File: config.mk
export PLATFORM = sky130hd
export DESIGN_NAME = bist_fail_logger
export DESIGN_NICKNAME = d
export VERILOG_FILES = /design/src/rtl/bist_fail_logger.sv
export SDC_FILE = /design/constraint.sdc
export NUM_CORES = 1
export LEC_CHECK = 0
export ABC_AREA = 1
export CAP_MARGIN = 20
export CORE_MARGIN = 4
export CORE_UTILIZATION = 30
export CTS_BUF_LIST = sky130_fd_sc_hd__clkbuf_4 sky130_fd_sc_hd__clkbuf_8 sky130_fd_sc_hd__clkbuf_16
export CTS_CLUSTER_DIAMETER = 40
export DETAILED_ROUTE_END_ITERATION = 6
export PLACE_DENSITY = 0.49
export SKIP_LAST_GASP = 1
export SLEW_MARGIN = 20
export SYNTH_ARGS = -nofsm -noshare
export SYNTH_HDL_FRONTEND = slang
export SYNTH_SLANG_ARGS = --single-unit
File: constraint.sdc
create_clock -name clk -period 10 [get_ports clk]
set_clock_uncertainty 0.05 [all_clocks]
set_input_delay 1 -clock clk [delete_from_list [all_inputs] [get_ports clk]]
set_output_delay 1 -clock clk [all_outputs]
set_load 0.02 [all_outputs]
File: src/rtl/bist_fail_logger.sv
// bist_fail_logger
// Collects the compare stream of the SRAM March-test BIST. The first DEPTH
// failing reads of a run go into a small FIFO as {addr, exp, act, pattern}
// records. Alongside the FIFO the block keeps a saturating fail count, a
// sticky OR of failing bit columns and a sticky overflow flag.
module bist_fail_logger #(
  parameter int ADDR_W = 13,
  parameter int DATA_W = 32,
  parameter int DEPTH  = 8,
  parameter int CNT_W  = 16
) (
  input  logic                       clk,
  input  logic                       rst,
  input  logic                       start,
  input  logic                       clear,
  input  logic                       cmp_valid,
  input  logic [ADDR_W-1:0]          cmp_addr,
  input  logic [DATA_W-1:0]          cmp_exp,
  input  logic [DATA_W-1:0]          cmp_act,
  input  logic [2:0]                 cmp_pattern,
  input  logic                       bist_done_in,
  output logic                       rd_valid,
  input  logic                       rd_ready,
  output logic [ADDR_W-1:0]          rd_addr,
  output logic [DATA_W-1:0]          rd_exp,
  output logic [DATA_W-1:0]          rd_act,
  output logic [2:0]                 rd_pattern,
  output logic [$clog2(DEPTH):0]     log_count,
  output logic [CNT_W-1:0]           fail_count,
  output logic [DATA_W-1:0]          fail_bits,
  output logic                       overflow,
  output logic                       busy,
  output logic                       summary_valid,
  output logic                       pass
);

  localparam int PTR_W = $clog2(DEPTH);
  localparam int LOG_W = PTR_W + 1;

  typedef enum logic [1:0] {
    ST_IDLE    = 2'd0,
    ST_COLLECT = 2'd1,
    ST_DONE    = 2'd2
  } state_t;

  state_t              r_state;
  state_t              w_state_nxt;
  logic                r_done_prev;
  logic [PTR_W-1:0]    r_wr_ptr;
  logic [PTR_W-1:0]    r_rd_ptr;
  logic [LOG_W-1:0]    r_count;
  logic [CNT_W-1:0]    r_fail_count;
  logic [DATA_W-1:0]   r_fail_bits;
  logic                r_overflow;

  logic [ADDR_W-1:0]   r_mem_addr [DEPTH];
  logic [DATA_W-1:0]   r_mem_exp  [DEPTH];
  logic [DATA_W-1:0]   r_mem_act  [DEPTH];
  logic [2:0]          r_mem_pat  [DEPTH];

  logic                w_done_edge;
  logic                w_fail;
  logic                w_rd_valid;
  logic                w_pop;
  logic                w_full;
  logic                w_push;
  logic                w_restart;
  logic                w_flush;

  // start only re-arms the logger outside COLLECT; clear or a re-arm wipes
  // all run state. A pop in a flush cycle is irrelevant since the FIFO empties.
  assign w_done_edge = bist_done_in & ~r_done_prev;
  assign w_fail      = (r_state == ST_COLLECT) & cmp_valid & (cmp_exp != cmp_act);
  assign w_rd_valid  = (r_count != {LOG_W{1'b0}});
  assign w_pop       = w_rd_valid & rd_ready;
  assign w_full      = (r_count == LOG_W'(DEPTH));
  assign w_push      = w_fail & (~w_full | w_pop);
  assign w_restart   = start & (r_state != ST_COLLECT);
  assign w_flush     = clear | w_restart;

  // Next-state decode: clear beats start, start beats the done edge.
  always_comb begin
    w_state_nxt = r_state;
    if (clear) begin
      w_state_nxt = ST_IDLE;
    end else begin
      case (r_state)
        ST_IDLE:    w_state_nxt = start       ? ST_COLLECT : ST_IDLE;
        ST_COLLECT: w_state_nxt = w_done_edge ? ST_DONE    : ST_COLLECT;
        ST_DONE:    w_state_nxt = start       ? ST_COLLECT : ST_DONE;
        default:    w_state_nxt = ST_IDLE;
      endcase
    end
  end

  // State register.
  always_ff @(posedge clk or posedge rst) begin
    if (rst) begin
      r_state <= ST_IDLE;
    end else begin
      r_state <= w_state_nxt;
    end
  end

  // Previous bist_done_in level for rising-edge detection; restarts at 0 on reset.
  always_ff @(posedge clk or posedge rst) begin
    if (rst) begin
      r_done_prev <= 1'b0;
    end else begin
      r_done_prev <= bist_done_in;
    end
  end

  // FIFO pointers and occupancy; push and pop in one cycle net to no change.
  always_ff @(posedge clk or posedge rst) begin
    if (rst) begin
      r_wr_ptr <= {PTR_W{1'b0}};
      r_rd_ptr <= {PTR_W{1'b0}};
      r_count  <= {LOG_W{1'b0}};
    end else if (w_flush) begin
      r_wr_ptr <= {PTR_W{1'b0}};
      r_rd_ptr <= {PTR_W{1'b0}};
      r_count  <= {LOG_W{1'b0}};
    end else begin
      if (w_push) begin
        r_wr_ptr <= r_wr_ptr + PTR_W'(1);
      end
      if (w_pop) begin
        r_rd_ptr <= r_rd_ptr + PTR_W'(1);
      end
      r_count <= r_count + LOG_W'(w_push) - LOG_W'(w_pop);
    end
  end

  // Record storage; contents are only visible through the rd_valid-gated head.
  always_ff @(posedge clk) begin
    if (w_push && !w_flush) begin
      r_mem_addr[r_wr_ptr] <= cmp_addr;
      r_mem_exp[r_wr_ptr]  <= cmp_exp;
      r_mem_act[r_wr_ptr]  <= cmp_act;
      r_mem_pat[r_wr_ptr]  <= cmp_pattern;
    end
  end

  // Run statistics: every fail is counted, dropped ones also raise overflow.
  always_ff @(posedge clk or posedge rst) begin
    if (rst) begin
      r_fail_count <= {CNT_W{1'b0}};
      r_fail_bits  <= {DATA_W{1'b0}};
      r_overflow   <= 1'b0;
    end else if (w_flush) begin
      r_fail_count <= {CNT_W{1'b0}};
      r_fail_bits  <= {DATA_W{1'b0}};
      r_overflow   <= 1'b0;
    end else if (w_fail) begin
      if (r_fail_count != {CNT_W{1'b1}}) begin
        r_fail_count <= r_fail_count + CNT_W'(1);
      end
      r_fail_bits <= r_fail_bits | (cmp_exp ^ cmp_act);
      if (!w_push) begin
        r_overflow <= 1'b1;
      end
    end
  end

  // Head fields read as zero whenever the FIFO is empty, including after reset.
  assign rd_valid      = w_rd_valid;
  assign rd_addr       = w_rd_valid ? r_mem_addr[r_rd_ptr] : {ADDR_W{1'b0}};
  assign rd_exp        = w_rd_valid ? r_mem_exp[r_rd_ptr]  : {DATA_W{1'b0}};
  assign rd_act        = w_rd_valid ? r_mem_act[r_rd_ptr]  : {DATA_W{1'b0}};
  assign rd_pattern    = w_rd_valid ? r_mem_pat[r_rd_ptr]  : 3'd0;
  assign log_count     = r_count;
  assign fail_count    = r_fail_count;
  assign fail_bits     = r_fail_bits;
  assign overflow      = r_overflow;
  assign busy          = (r_state == ST_COLLECT);
  assign summary_valid = (r_state == ST_DONE);
  assign pass          = (r_state == ST_DONE) && (r_fail_count == {CNT_W{1'b0}});

endmodule

==> flow_summary.yaml <==
outcome:
  status: "finished clean"
routing:
  wl_um: 85240
  drtIter0Drc: 1374
  route.vias.total: 19350
  firstDrtPassIters: 5
  via_per_inst: 4.872
  wl_per_cell_um: 21.46
  drt.antenna.violating_nets: 0
  drc: 0
setup_path:
  crit_path_max_fanout: 59
  cp.required_ns: 8.95
  crit_type: "reg -> out"
  cp.arrival_ns: 5.07
  critPathLaunchType: "flop"
  worstSetupEndpointType: "output port"
global_route:
  grt_max_degree: 204
  met1_usage_pct: 22.30
  grt_use_met2_pct: 27.18
  grt_pass1_vias: 19330
  grt_use_total_pct: 16.86
  busiest_layer: "met2"
  met3_usage_pct: 4.673
  overflow: 0
  antenna_found_initial: 10
  grt_pass1_wl_um: 126400
yosys:
  synthTopCellsByArea: "edfxtp_1, nor2_1, o21ai_0"
  synth_top_area_cell: "edfxtp_1"
  ys_seq_elements: 702
  synth_edf_count: 640
  netlist-cell-type-count: 37
  post_synth_instance_area_mm2: 0.02857
  synth_nets: 2492
  synth_top_area_share_pct: 67.27
  synth_warnings: 0
  syn_inst: 2395
  synth-main-ff-cell: "edfxtp_1"
  async_reset_ff_share_pct: 8.832
  syn_area_per_cell_um2: 11.93
  yosysSeqAreaShare_pct: 72.70
sta:
  rsz0062_at_grt: "no"
  worst_slew_pin_slew_ns: 1.112
  hold_viol: 0
  setup_violations: 0
  drv_slew: 0
  period_minus_slack_ns: 6.121
  slew_headroom_pct: 25.84
  finalSetupTns_ns: 0
  finalCritPeriodShare_pct: 61.21
  fmax_mhz: 163.4
clock_network:
  postCtsSetupRepairBufs: 0
  clk_pin_slew_ns: 0.06
  worstSkewPairLatency_ns: 0.67
  clock-sinks: 702
  cts_max_level: 3
  clockRootBuffer: "clkbuf_16"
  cts_tree: "yes"
  clockBufferDepth: 3
  numCtsBuffers: 109
  post_cts_resized: 0
  cts.hold.buffers_added: 0
placed_design:
  gp_congestion: 0.7964
  port_buffers: 223
  dpl.hpwl_um: 47240
power_and_ir_drop:
  comb_power_share_pct: 21.7
  seqPwrFrac_pct: 35.1
  p_int_mw: 6.551
  vdd_drop_max_uv: 137.9
  p_clk_share_pct: 43.2
  swShare_pct: 29.91
  leakage_nw: 12.41
  switchingPower_mw: 2.795
  power_mw: 9.345
  power_density_mw_per_mm2: 258.8
run:
  drv_cap: 0
die:
  start_util_pct: 30.43
  die_h_um: 316.6
  fp.coreArea_mm2: 0.09389
  die_x_um: 316.6
  ioPinCount: 224
  die-area_mm2: 0.1002
  rows: 112
finish:
  drive_above_1_share_pct: 9.720
  area_growth_pct: 26.38
  final_nets: 2718
min_path:
  min_path_type: "reg -> reg"
==> cells by family (layout without fill, tap and decap cells) <==
kind of cell    after synthesis  count (layout)  share of synthesized area, %
simple gates                790             790                         11.12
flops                       702             702                         72.70
compound gates              609             609                         11.43
buf+inv                     265             586                         3.709
xor+xnor                     19              19                        0.5824
fa+ha+maj                    10              10                        0.4642
other cells                   0               2                             0
==> registers in the layout (all words and copies together) (netlist names) <==
register / flops
fail_bits: 32
overflow: 1
r_done_prev: 1
log_count: 4
r_state: 2
r_mem_addr: 104
fail_count: 16
r_rd_ptr: 3
r_mem_exp: 256
r_mem_act: 256
r_mem_pat: 24
r_wr_ptr: 3
==> synth_stat cells (all sizes together), types with 11 or more instances <==
master	count
nand4	32
edfxtp	640
o22ai	80
nand3	31
nor3	11
a31oi	80
inv	118
nor2	531
buf	50
a21oi	40
clkbuf	96
nand2	180
o21ai	407
dfrtp	62
==> through the flow <==
stage / util, % / cells / cell area, um2 / worst slack, ns / hold WS, ns
CTS: 38.45 / 3970 / 36100 / 3.805 / 0.4709
detailed placement: 34.23 / 3764 / 32140 / 4.567 / 0.4617
global placement: 34.23 / 3764 / 32140 / 4.492 / 0.4594
floorplan: - / 2395 / 28570 / 2.014 / 0.4462
global route: 38.45 / 3970 / 36100 / 3.616 / 0.4897
finish: 38.46 / 3972 / 36110 / 3.879 / 0.4689
==> routing by layer <==
metal	share of wire (%)	vias up
met5	0.12	-
met4	2.3	14
met3	7.1	155
met2	47	523
met1	44	9573
li1	-	9086
==> worst max-delay path, cell delays in order, from the launching register on <==
cell and delay [ns]:
dfrtp_4 0.77, inv_6 0.52, buf_4 0.67, buf_4 0.64
o21ai_0 0.19, o22ai_1 0.14, o21ai_0 0.11, a31oi_1 0.52
clkdlybuf4s50_1 0.72
==> path summary, 6_finish.rpt <==
check                                                  end  depth (start not counted)                    start  slack [ns]
worst max-delay path                            rd_act[14]                          8  r_rd_ptr[1]$_DFFE_PP0P_        3.88
worst min-delay path                  overflow$_DFFE_PP0P_                          2     overflow$_DFFE_PP0P_        0.47
worst max register to register  r_mem_exp[0][27]$_DFFE_PP_                          9   log_count[2]$_DFF_PP0_        6.05
worst min register to register        overflow$_DFFE_PP0P_                          2     overflow$_DFFE_PP0P_        0.47
max in group asynchronous          r_rd_ptr[0]$_DFFE_PP0P_                          3                      rst        8.20
min in group asynchronous        fail_bits[28]$_DFFE_PP0P_                          2                      rst        0.51
==> cells in the final DEF (no fill, tap or decap), types with 19 or more instances in the layout <==
master	n
o21ai_0	392
clkbuf_16	114
edfxtp_1	640
a31oi_1	80
buf_4	37
nand3_1	28
inv_1	112
nor2_1	528
o22ai_1	80
nand4_1	31
bufinv_16	19
dfrtp_1	60
a21oi_1	39
nand2_1	176
clkdlybuf4s50_1	223
==> power by group through the flow <==
stage / Sequential [mW] / Combinational, mW / Clock (mW)
5_1_grt: 3.28 / 2.22 / 4.26
3_3_place_gp: 3.34 / 2.05 / 0
6_report: 3.28 / 2.03 / 4.03
2_1_floorplan: 3.32 / 1.12 / 0
4_1_cts: 3.28 / 2.08 / 4.12
3_5_place_dp: 3.34 / 2.07 / 0
==> final cells by class <==
class / instances / area (um2)
fill: 8947 / 57780
sequential: 702 / 20780
antenna: 2 / 5.005
clock inverter: 84 / 1054
multi-input combinational: 1428 / 6797
timing repair buffer: 261 / 2530
tap: 1254 / 1569
inverter: 119 / 465.4
clock buffer: 122 / 2913
No activity file was read; power rests on OpenSTA's default activity.
